<file path="src/rtl/cmd_pkg.sv">
// Shared command-protocol definitions for the serial command decoder and the
// response transmitter that will sit beside it.
package cmd_pkg;

    localparam logic [7:0] SYNC_BYTE = 8'h55;
    localparam int         NUM_REGS  = 4;

    typedef enum logic [1:0] {
        IDLE     = 2'd0,
        GOT_SYNC = 2'd1,
        GOT_ADDR = 2'd2,
        GOT_DATA = 2'd3
    } cmd_state_t;

    function automatic logic [7:0] frame_csum(input logic [7:0] addr, input logic [7:0] data);
        return addr + data;
    endfunction

endpackage

</file>
<file path="src/rtl/acia_rx.sv">
// 8N1 UART receiver: mid-bit sampling, one-cycle strobe per good byte and a
// one-cycle error strobe when the stop bit is found low.
module acia_rx #(
    parameter int sym_cnt = 416,
    parameter int SCW     = $clog2(sym_cnt)
) (
    input  logic       clk,
    input  logic       reset,
    input  logic       rx_in,
    output logic [7:0] rx_dat,
    output logic       rx_stb,
    output logic       rx_err
);

    typedef enum logic [1:0] {
        RX_IDLE  = 2'd0,
        RX_START = 2'd1,
        RX_DATA  = 2'd2,
        RX_STOP  = 2'd3
    } rx_state_t;

    localparam logic [SCW-1:0] LAST_TICK = SCW'(sym_cnt - 1);
    localparam logic [SCW-1:0] HALF_TICK = SCW'(sym_cnt / 2 - 1);

    rx_state_t      state, state_nxt;
    logic           rx_meta, rx_s, rx_prev;
    logic [SCW-1:0] tick, tick_nxt;
    logic [2:0]     bit_idx, bit_idx_nxt;
    logic [7:0]     shreg, shreg_nxt;
    logic [7:0]     dat_nxt;
    logic           stb_nxt, err_nxt;

    always_ff @(posedge clk or posedge reset) begin
        if (reset) begin
            rx_meta <= 1'b1;
            rx_s    <= 1'b1;
            rx_prev <= 1'b1;
            state   <= RX_IDLE;
            tick    <= '0;
            bit_idx <= '0;
            shreg   <= '0;
            rx_dat  <= '0;
            rx_stb  <= 1'b0;
            rx_err  <= 1'b0;
        end else begin
            rx_meta <= rx_in;
            rx_s    <= rx_meta;
            rx_prev <= rx_s;
            state   <= state_nxt;
            tick    <= tick_nxt;
            bit_idx <= bit_idx_nxt;
            shreg   <= shreg_nxt;
            rx_dat  <= dat_nxt;
            rx_stb  <= stb_nxt;
            rx_err  <= err_nxt;
        end
    end

    // A start needs a real falling edge, so a line still held low after a
    // framing error cannot retrigger the receiver.
    always_comb begin
        state_nxt   = state;
        tick_nxt    = tick + 1'b1;
        bit_idx_nxt = bit_idx;
        shreg_nxt   = shreg;
        dat_nxt     = rx_dat;
        stb_nxt     = 1'b0;
        err_nxt     = 1'b0;
        case (state)
            RX_IDLE: begin
                tick_nxt = '0;
                if (rx_prev && !rx_s) state_nxt = RX_START;
            end
            RX_START: begin
                if (tick == HALF_TICK) begin
                    tick_nxt    = '0;
                    bit_idx_nxt = '0;
                    state_nxt   = rx_s ? RX_IDLE : RX_DATA;
                end
            end
            RX_DATA: begin
                if (tick == LAST_TICK) begin
                    tick_nxt    = '0;
                    shreg_nxt   = {rx_s, shreg[7:1]};
                    bit_idx_nxt = bit_idx + 1'b1;
                    if (bit_idx == 3'd7) state_nxt = RX_STOP;
                end
            end
            RX_STOP: begin
                if (tick == LAST_TICK) begin
                    tick_nxt  = '0;
                    state_nxt = RX_IDLE;
                    if (rx_s) begin
                        stb_nxt = 1'b1;
                        dat_nxt = shreg;
                    end else begin
                        err_nxt = 1'b1;
                    end
                end
            end
            default: state_nxt = RX_IDLE;
        endcase
    end

endmodule

</file>
<file path="src/rtl/cmd_decoder.sv">
// Serial command decoder: parses SYNC/ADDR/DATA/CSUM frames from the UART and
// writes four config registers or raises action commands.
module cmd_decoder
    import cmd_pkg::*;
#(
    parameter int CLK_FREQ    = 48000000,
    parameter int SYM_RATE    = 115200,
    parameter int TIMEOUT_CYC = 48000
) (
    input  logic        clk,
    input  logic        rst,
    input  logic        fpga_rx,
    output logic [31:0] cfg_regs,
    output logic        cmd_stb,
    output logic [7:0]  cmd_addr,
    output logic [7:0]  cmd_data,
    output logic        frame_err
);

    localparam int SYM_CNT = CLK_FREQ / SYM_RATE;
    localparam int SCW     = $clog2(SYM_CNT);
    localparam int TCW     = $clog2(TIMEOUT_CYC + 1);
    localparam logic [TCW-1:0] TMO_MAX = TCW'(TIMEOUT_CYC);

    cmd_state_t     state, state_nxt;
    logic [7:0]     rx_dat;
    logic           rx_stb, rx_err;
    logic [7:0]     frame_addr, frame_addr_nxt;
    logic [7:0]     frame_data, frame_data_nxt;
    logic [TCW-1:0] tmo_cnt, tmo_nxt;
    logic [31:0]    cfg_nxt;
    logic [7:0]     cmd_addr_nxt, cmd_data_nxt;
    logic           stb_nxt, err_nxt;

    acia_rx #(
        .sym_cnt (SYM_CNT),
        .SCW     (SCW)
    ) u_acia_rx (
        .clk    (clk),
        .reset  (~rst),
        .rx_in  (fpga_rx),
        .rx_dat (rx_dat),
        .rx_stb (rx_stb),
        .rx_err (rx_err)
    );

    always_ff @(posedge clk or negedge rst) begin
        if (!rst) begin
            state      <= IDLE;
            frame_addr <= '0;
            frame_data <= '0;
            tmo_cnt    <= '0;
            cfg_regs   <= '0;
            cmd_addr   <= '0;
            cmd_data   <= '0;
            cmd_stb    <= 1'b0;
            frame_err  <= 1'b0;
        end else begin
            state      <= state_nxt;
            frame_addr <= frame_addr_nxt;
            frame_data <= frame_data_nxt;
            tmo_cnt    <= tmo_nxt;
            cfg_regs   <= cfg_nxt;
            cmd_addr   <= cmd_addr_nxt;
            cmd_data   <= cmd_data_nxt;
            cmd_stb    <= stb_nxt;
            frame_err  <= err_nxt;
        end
    end

    // Once synced, every byte is payload; only a framing error or the
    // inter-byte timeout can end a frame early.
    always_comb begin
        state_nxt      = state;
        frame_addr_nxt = frame_addr;
        frame_data_nxt = frame_data;
        tmo_nxt        = tmo_cnt;
        cfg_nxt        = cfg_regs;
        cmd_addr_nxt   = cmd_addr;
        cmd_data_nxt   = cmd_data;
        stb_nxt        = 1'b0;
        err_nxt        = 1'b0;

        if (state == IDLE || rx_stb)
            tmo_nxt = '0;
        else if (tmo_cnt != TMO_MAX)
            tmo_nxt = tmo_cnt + 1'b1;

        if (state == IDLE) begin
            if (rx_stb && rx_dat == SYNC_BYTE) state_nxt = GOT_SYNC;
        end else if (rx_err) begin
            state_nxt = IDLE;
            err_nxt   = 1'b1;
        end else if (rx_stb) begin
            case (state)
                GOT_SYNC: begin
                    frame_addr_nxt = rx_dat;
                    state_nxt      = GOT_ADDR;
                end
                GOT_ADDR: begin
                    frame_data_nxt = rx_dat;
                    state_nxt      = GOT_DATA;
                end
                default: begin
                    state_nxt = IDLE;
                    if (rx_dat != frame_csum(frame_addr, frame_data)) begin
                        err_nxt = 1'b1;
                    end else if (!frame_addr[7] && frame_addr[6:0] >= 7'(NUM_REGS)) begin
                        err_nxt = 1'b1;
                    end else begin
                        stb_nxt      = 1'b1;
                        cmd_addr_nxt = frame_addr;
                        cmd_data_nxt = frame_data;
                        if (!frame_addr[7])
                            cfg_nxt[{frame_addr[1:0], 3'b000} +: 8] = frame_data;
                    end
                end
            endcase
        end else if (tmo_cnt == TMO_MAX) begin
            state_nxt = IDLE;
            err_nxt   = 1'b1;
        end
    end

endmodule
</file>
<file path="config.mk">
export PLATFORM = sky130hd
export DESIGN_NAME = cmd_decoder
export DESIGN_NICKNAME = d
export VERILOG_FILES = /design/src/rtl/cmd_pkg.sv /design/src/rtl/acia_rx.sv /design/src/rtl/cmd_decoder.sv
export SDC_FILE = /design/constraint.sdc
export NUM_CORES = 1
export LEC_CHECK = 0
export BUFFER_PORTS_ARGS = -buffer_cell sky130_fd_sc_hd__clkbuf_2
export CELL_PAD_IN_SITES_DETAIL_PLACEMENT = 1
export CELL_PAD_IN_SITES_GLOBAL_PLACEMENT = 2
export CORE_UTILIZATION = 36
export DETAILED_ROUTE_END_ITERATION = 10
export PLACE_DENSITY_LB_ADDON = 0.1
export SLEW_MARGIN = 20
export SYNTH_ARGS = -nofsm -noshare
export SYNTH_HDL_FRONTEND = slang
export SYNTH_HIERARCHICAL = 1
export SYNTH_SLANG_ARGS = --single-unit
</file>
<file path="constraint.sdc">
create_clock -name clk -period 2.95 [get_ports clk]
set_clock_uncertainty 0.2 [all_clocks]
set_input_delay 0.295 -clock clk [delete_from_list [all_inputs] [get_ports clk]]
set_output_delay 0.295 -clock clk [all_outputs]
set_load 0.005 [all_outputs]
</file>
=== Yosys cells after proc, flatten, opt, wreduce, memory -nomap -nowiden ===
Cells that the tools add are included.

* Register bits: 119

* Add/subtract/negate cells: 5
* $lt $le $gt $ge: 1
* Equality and inequality tests: 18
* Shifts and indexed selects: 2
* Mux-type cells: 41
* Bitwise operators: 6
* Reductions and logical operators: 22

{| class="wikitable"
|+ Operator list
! operator !! count
|-
| 32-bit bitwise mux || 1
|-
| 16-bit two-way mux || 2
|-
| 8-bit by 7-bit variable shift with 32-bit output, first input constant || 1
|-
| 8-bit by 7-bit indexed part select with 32-bit output || 1
|-
| 9-bit one-hot mux with 3 select lines || 1
|-
| 2-bit two-way mux || 11
|-
| 1-bit two-way mux || 19
|-
| 9-bit two-way mux || 2
|-
| 16-bit by 1-bit adder with 16-bit output, second input constant || 1
|-
| 16-bit == test, second input constant || 1
|-
| 16-bit inequality test, second input constant || 1
|-
| 2-bit by 1-bit inequality test with 1-bit output, second input constant || 6
|-
| 9-bit by 1-bit adder with 9-bit output, second input constant || 1
|-
| 9-bit by 8-bit == test with 1-bit output, second input constant || 1
|-
| 9-bit == test, second input constant || 1
|-
| 8-bit adder || 1
|-
| 8-bit by 7-bit == test with 1-bit output, second input constant || 1
|-
| 8-bit inequality test || 1
|-
| 2-bit one-hot mux with 4 select lines || 1
|-
| 4-bit AND reduction || 2
|-
| 7-bit by 3-bit >= comparator with 1-bit output, second input constant || 1
|-
| 5-bit negator with 7-bit output || 1
|-
| 7-bit AND reduction || 1
|-
| 2-bit == test, second input constant || 3
|-
| other kinds (18) || 33
|}

=== Depth between registers and ports, before layout ===
Gate-level depths: netlist (run 1).

* Depth in word-level cells: 8
* Mapped depth: 9
* Mapped depth without buffers: 8

=== Hierarchy ===
The synthesis (run 1) kept the hierarchy.

{| class="wikitable"
|+ Modules (own cells, without submodules)
! module !! times used !! cells each !! area an instance (um^2)
|-
| cmd_decoder || 1 || 381 || 4321.6
|-
| acia_rx || 1 || 122 || 1492.7
|}

=== Worst setup path before layout (run 1) ===
Ideal clock, no wire load.

* Kind: register to register
* Start: reg frame_addr[0]
* End: reg cmd_addr[0]
* Arrival time: 2920 ps
* Required time: 2622 ps
* Setup slack: -297 ps
* Stages on the path, launching flop included: 10
* Path buffers: 1
* Period minus slack after synthesis: 3247 ps
* Path through: dfrtp_1 -> ha_1 -> fa_1 -> xnor2_1 -> o211ai_1 -> a211oi_1 -> nand4_4 -> nor4_4 -> buf_6 -> mux2_1

* Word-level cells in the longest chain between the ends: 4
* Elaborated cells between the ends (all ways): 7
* Those cells by class: add/sub (1); order compare (1); eq/ne (1); bitwise (2); reduce/logical (2)

{| class="wikitable"
|+ Ends and longest elaborated chain
! item !! RTL line !! text
|-
| start: declaration || cmd_decoder.sv:28 || <nowiki>logic [7:0] frame_addr, frame_addr_nxt;</nowiki>
|-
| start signal: assignment || cmd_decoder.sv:60 || <nowiki>frame_addr <= frame_addr_nxt;</nowiki>
|-
| 8-bit adder / 7-bit by 3-bit >= comparator with 1-bit output (equally long branches) || cmd_pkg.sv:16, cmd_decoder.sv:108 ||
|-
| 8-bit inequality test / 1-bit logical AND (equally long branches) || cmd_decoder.sv:106, cmd_decoder.sv:108 ||
|-
| 1-bit inverter (no source line) || n/a ||
|-
| 6-bit AND reduction (no source line) || n/a ||
|-
| end signal: assignment || cmd_decoder.sv:64 || <nowiki>cmd_addr <= cmd_addr_nxt;</nowiki>
|-
| end: declaration || cmd_decoder.sv:15 || <nowiki>output logic [7:0] cmd_addr,</nowiki>
|}

Parallel ways exist; a longest one is shown, timed or not.
A chain may end at the register's enable or synchronous reset.

=== Worst setup path in the final report (run 1) ===
* Start: reg frame_data[0]
* End: reg cfg_regs[19]

* Word-level cells in the longest chain between the ends: 4
* Elaborated cells between the ends (all ways): 6
* Those cells by class: add/sub (1); eq/ne (1); shift (1); mux (1); bitwise (1); reduce/logical (1)

{| class="wikitable"
|+ Ends and longest elaborated chain
! item !! RTL line !! text
|-
| start: declaration || cmd_decoder.sv:29 || <nowiki>logic [7:0] frame_data, frame_data_nxt;</nowiki>
|-
| start signal: assignment || cmd_decoder.sv:61 || <nowiki>frame_data <= frame_data_nxt;</nowiki>
|-
| 8-bit adder || cmd_pkg.sv:16 || <nowiki>return addr + data;</nowiki>
|-
| 8-bit inequality test || cmd_decoder.sv:106 || <nowiki>if (rx_dat != frame_csum(frame_addr, frame_data)) begin</nowiki>
|-
| 1-bit inverter (no source line) || n/a ||
|-
| 7-bit AND reduction (no source line) || n/a ||
|-
| end signal: assignment || cmd_decoder.sv:63 || <nowiki>cfg_regs <= cfg_nxt;</nowiki>
|-
| end: declaration || cmd_decoder.sv:13 || <nowiki>output logic [31:0] cfg_regs,</nowiki>
|}

Parallel ways exist; a longest one is shown, timed or not.

==> impl_metrics.csv, run 1 <==
group,metric,value,unit
sta,slew_headroom,0.486,
sta,timing.fmax,0.349,GHz
logic_synthesis,ys_seq_area_frac,0.513,
global_route,grt_max_degree,32,
die,initial_utilization,0.367,
critical_path,path_cells,"ha_4 > fa_2 > xnor2_1 > o211ai_1 > a211oi_2 > nand4_4 > buf_4 > nor4_4 > buf_12 > mux2i_1",
logic_synthesis,syn_area_per_cell,11.6,um2
routing,ant_nets,0,
routing,wl_per_cell,16.5,um
sta,setup-violations-final,0,
critical_path,ff2ff_path_depth,10,
cts,clock_sinks,119,
outcome,outcome,"completed",
logic_synthesis,netlist_area,0.00581,mm2
sta,slew_violations,0,
die,dieHeight,129,um
global_route,grt.met2_usage,0.277,
critical_path,cpPeakStageDelay,0.52,ns
die,pin_count,53,
finish,mostFrequentLayoutCell,"dfrtp_1",
finish,drive_above_1_share,0.305,
sta,post-route-period-util,0.971,
routing,wl,13.7,mm
die,fp.dieW,129,um
critical_path,rr_startpoint,"frame_data[0]",
logic_synthesis,synth_nets,528,
cts,numCtsBuffers,17,
global_route,overflow,0,
global_route,gr-usage-met3,0.0446,
critical_path,end_kind,"flop",
power,power,0.00411,W
place,place_area,0.00658,mm2
global_route,grt_usage,0.182,
job,maxCapViolations,0,
global_route,busiest_layer,"met2",
finish,antenna_cells,0,
sta,tns,0,ns
logic_synthesis,postSynthCellCount,503,
logic_synthesis,synth_flop_cell,"dfrtp_1",
routing,drtPass1Iterations,4,
finish,area_growth,26.4,%
critical_path,r2r-end,"cfg_regs[19]",
cts,cts_max_path_buffers,2,
cts,clock_latency,0.42,ns
logic_synthesis,synth_cell_type_count,55,
global_route,met1_usage,0.252,
cts,cts_root_buf,"clkbuf_16",
critical_path,cp_slowest_cell,"fa_2",
critical_path,startpoint_type,"flop",
finish,final_core_util,0.465,
global_route,grt_pass1_wl,22.7,mm
place,io_buffers,52,
routing,drt_iter0_drc,140,
sta,rsz0062_at_grt,"true",
logic_synthesis,yosys.area.top_type_share,0.499,
logic_synthesis,synth-edff-count,0,
finish,final_nets,626,
critical_path,startpoint,"frame_data[0]",
global_route,antenna_found_initial,0,
power,p_per_area,559,mW/mm2
place,hpwl,9.89,mm
finish,layout_common_cells,"dfrtp_1 (115), clkbuf_2 (51), nand2_1 (48)",
routing,via_per_inst,4.88,
die,die_area,0.0167,mm2
worst_hold_path,hold_start,"u_acia_rx/rx_meta",
logic_synthesis,yosys.area.top_type,"dfrtp_1",
sta,post-route-min-period,2.87,ns
worst_hold_path,holdPathStages,0,
cts,cts_tree,"built",
logic_synthesis,yosys_warnings,6,
routing,drcViolationCount,0,
place,routabilityCongestion,0.770,
critical_path,cp.arrival,3.01,ns
worst_hold_path,hp-class,"reg2reg",
finish,final_cell_area,0.00735,mm2
die,rows,46,
cts,htreeDepth,4,
logic_synthesis,ys_top_cells_by_area,"dfrtp_1 (50%), mux2_2 (6.8%), mux2i_1 (5.5%)",
routing,vias,4050,
critical_path,required,3.09,ns
power,ir_drop,0.000382,V
power,leakage,3.40,nW
critical_path,cp_max_fo,8,
global_route,grt_pass1_vias,4257,
critical_path,r2r_setup_slack,0.08,ns
logic_synthesis,async_flop_share,1.00,
die,design.core.area,0.0158,mm2
logic_synthesis,ys_ff_latch,119,
cts,clk_pin_slew,0.06,ns
sta,hold_viol_final,0,
sta,tightest_slew,0.770,ns
critical_path,cp-endpoint,"cfg_regs[19]",
critical_path,path_class,"reg2reg",
-- synth_stat cells (all sizes together) (3+ instances only) --
master / instances
dfrtp: 116
nand2: 48
mux2: 47
inv: 46
nor2: 33
mux2i: 32
ha: 21
xnor2: 16
xor2: 15
a21oi: 14
nand3: 12
nand4: 10
nor4: 9
o21ai: 9
nor3: 7
nor3b: 7
clkbuf: 6
buf: 5
nand4b: 5
nor2b: 4
or3: 4
and4: 3
dfstp: 3
-- repair_timing --
| action | in CTS | in global routing |
|---|---|---|
| pin swaps | 3 | 5 |
| hold buffers | 2 | 0 |
| setup endpoints to repair | 14 | 49 |
| gates resized for setup | 2 | 16 |
| buffers inserted | 1 | 4 |
| hold endpoints to repair | 29 | 0 |
| gates cloned | 0 | 0 |
-- flip-flops by register name, indices dropped and copies added, names as in the netlist, 2 cells and up, named ones only --
register and count:
state 2, u_acia_rx/rx_dat 8, tmo_cnt 16, frame_data 8, cfg_regs 32, u_acia_rx/tick 9, cmd_addr 8, cmd_data 8
u_acia_rx/shreg 8, frame_addr 8, u_acia_rx/bit_idx 3
-- per-stage QoR --
stage	setup slack (ns)	hold WS (ns)	std cells
2_1_floorplan	-0.0554	-0.201	503
3_3_place_gp	0.0729	0.0600	791
3_5_place_dp	-0.0130	0.0648	791
4_1_cts	-0.00162	0.161	826
5_1_grt	-0.0873	0.165	830
6_report	0.0846	0.158	830
-- report_power, final --
part	leakage (nW)	switching [W]	internal, W
registers	1.63	0.0000606	0.00169
logic	1.46	0.000100	0.0000644
clock network	0.302	0.000746	0.00145
-- how the worst min path moves through the flow --
| stage | endpoint | slack (ns) |
|---|---|---|
| after global placement | tmo_cnt[10] | 0.06 |
| after CTS | u_acia_rx/rx_s | 0.16 |
| after global routing | u_acia_rx/rx_s | 0.16 |
| after floorplan | cfg_regs[0] | -0.20 |
| final | u_acia_rx/rx_s | 0.16 |
| after detailed placement | tmo_cnt[11] | 0.06 |
-- cells by family (layout without fill, tap and decap cells) --
kind of cell,count (synthesis),after routing,synth area share
mux,79,79,0.147
compound gates,42,42,0.0480
buf+inv,57,168,0.0400
flops,119,119,0.513
simple gates,153,153,0.154
xor+xnor,31,31,0.0493
fa+ha+maj,22,22,0.0486
-- worst max-delay path, delay by kind of cell (launching register included) --
family / cells / cell delay, ns
AO/OA/AOI/OAI: 2 / 0.34
adder cells (fa/ha/maj): 2 / 0.70
multiplexers: 1 / 0.19
flip-flops: 1 / 0.41
buffers and inverters: 2 / 0.37
AND/OR/NAND/NOR: 2 / 0.46
XOR/XNOR: 1 / 0.11
-- routing by layer --
metal  vias up  part of all wire
li1       1928                 -
met5         -                 0
met2        54              0.46
met4         0             0.010
met3        11             0.041
met1      2057              0.49
-- layout make-up --
cell class | count | area, um2
Fill cell | 1707 | 8480
Sequential cell | 119 | 2980
Inverter | 46 | 173
Clock buffer | 20 | 457
Timing Repair Buffer | 90 | 613
Multi-Input combinational cell | 327 | 2680
Tap cell | 216 | 270
Clock inverter | 12 | 175
(Power assumes the default switching activity.)
==> run 2: changes to the inputs <==
- CORE_ASPECT_RATIO: not set -> 0.7
==> run 2 against run 1 <==
Compared with the run above: the flow now finishes with violations (setup timing); final area fell by 0.20%; combinational power rose by 4%; non-clock buffer count rose by 6; critical path depth did not move; worst hold slack got worse by 0.055 ns; clock power fell by 3%; routed wire length rose by 9.1%.
==> impl_metrics.csv, run 2 (synthesis results as in run 1) <==
group,metric,value,unit
place,preCtsSetupSlack,-0.0425,ns
cts,cts_tree,"built",
routing,wl,14.9,mm
routing,drtPass1Iterations,4,
cts,clock_latency,0.42,ns
global_route,grt_pass1_vias,4429,
cts,numCtsBuffers,17,
place,hpwl,10.8,mm
place,routabilityCongestion,0.839,
place,io_buffers,52,
finish,layout_common_cells,"dfrtp_1 (115), clkbuf_2 (51), nand2_1 (48)",
routing,vias,4143,
critical_path,r2r-end,"cmd_data[1]",
die,die_area,0.0167,mm2
critical_path,r2r_setup_slack,-0.05,ns
global_route,grt_usage,0.196,
finish,largestRegisters,"cfg_regs x32, tmo_cnt x16, u_acia_rx/tick x9",
critical_path,ff2ff_path_depth,10,
finish,drive_above_1_share,0.318,
routing,via_per_inst,5.05,
place,place_area,0.00661,mm2
sta,rsz0062_at_grt,"true",
sta,tightest_slew,0.786,ns
critical_path,cp_max_fo,7,
sta,timing.fmax,0.334,GHz
sta,post-route-min-period,3.00,ns
routing,drt_iter0_drc,164,
finish,final_cell_area,0.00734,mm2
critical_path,path_cells,"ha_4 > fa_2 > xnor2_1 > o211ai_1 > a211oi_2 > nand4_4 > nor4_4 > buf_4 > buf_6 > mux2_2",
die,pin_count,53,
critical_path,cp_slowest_cell,"fa_2",
sta,setup-violations-final,21,
power,power,0.00405,W
die,dieHeight,108,um
global_route,grt_max_degree,42,
finish,antenna_cells,0,
critical_path,cp.arrival,3.09,ns
finish,final_nets,632,
critical_path,startpoint_type,"flop",
worst_hold_path,hp-class,"in2async",
global_route,antenna_found_initial,0,
sta,post-route-period-util,1.02,
critical_path,end_kind,"flop",
global_route,grt_pass1_wl,24.6,mm
outcome,outcome,"complete, but fails checks",
critical_path,path_class,"reg2reg",
die,design.core.area,0.0156,mm2
cts,cts_root_buf,"clkbuf_16",
routing,ant_nets,0,
die,rows,38,
sta,hold_viol_final,0,
cts,cts_max_path_buffers,2,
routing,drcViolationCount,0,
global_route,overflow,0,
finish,fillers,1675,
cts,clk_pin_slew,0.06,ns
job,maxCapViolations,0,
sta,slew_violations,0,
finish,final_core_util,0.469,
finish,largest_register_ffs,32,
cts,htreeDepth,4,
sta,timing.hold.ws,0.103,ns
outcome,violations,"setup timing",
critical_path,cpPeakStageDelay,0.52,ns
critical_path,rr_startpoint,"frame_addr[0]",
finish,top_register,"cfg_regs",
sta,fin_ws,-0.0456,ns
power,ir_drop,0.000301,V
finish,area_growth,26.2,%
critical_path,required,3.04,ns
power,p_per_area,551,mW/mm2
power,leakage,3.41,nW
finish,mostFrequentLayoutCell,"dfrtp_1",
die,initial_utilization,0.372,
routing,wl_per_cell,18.2,um
die,fp.dieW,154,um
sta,slew_headroom,0.476,
cts,clock_sinks,119,
[run 2: how the worst max path moves through the flow]
| stage | startpoint | to | slack [ns] | depth (start not counted) |
|---|---|---|---|---|
| after detailed placement | frame_data[0] | cfg_regs[18] | -0.04 | 10 |
| after floorplan | frame_addr[0] | cmd_addr[1] | -0.06 | 9 |
| final | frame_addr[0] | cmd_data[1] | -0.05 | 10 |
| after global routing | frame_data[0] | cfg_regs[21] | -0.18 | 10 |
| after CTS | frame_addr[0] | cfg_regs[21] | -0.05 | 10 |
| after global placement | frame_addr[0] | cmd_addr[2] | 0.07 | 9 |
[run 2: critical path: cells and delay by family (launching register included)]
family                     cells  cell delay [ns]
AOI/OAI and AO/OA              2             0.43
adders and majority gates      2             0.69
buffers and inverters          2             0.32
muxes                          1             0.34
and+or+nand+nor                2             0.35
xor gates and xnor gates       1             0.13
DFF                            1             0.42
[run 2: routing by layer]
layer  wire (um)  track usage
met5           0            0
met4         140       0.0536
met3         574       0.0469
met2        6350        0.281
met1        7880        0.291
[run 2: cell type report]
class	instances	area, um2	area share
clock buffers	20	447	0.0609
clock inverters	12	154	0.0210
inverters	46	173	0.0235
multi-input cells	327	2690	0.366
flip-flops and latches	119	2980	0.407
well taps	200	250	0.0341
repair buffers	96	646	0.0880
[run 2: power breakdown]
group	total [W]	switching, W	internal, W	leakage, nW
sequential	0.00174	0.0000592	0.00169	1.63
clock	0.00213	0.000780	0.00135	0.286
combinational	0.000171	0.000106	0.0000652	1.49
[run 2: per-stage QoR]
stage | TNS [ns] | instances
floorplan | -0.565 | 503
global placement | 0 | 782
detailed placement | -0.459 | 782
CTS | -0.221 | 817
global route | -5.02 | 820
finish | -0.433 | 820
[run 2: timing repair]
item                                   CTS  global route
gates resized for setup                  7            13
buffers inserted                         1             2
endpoints found under the hold margin   44             0
hold buffers                             2             0
setup endpoints to repair               45            49
cloned                                   0             1
pin swaps                                1             2
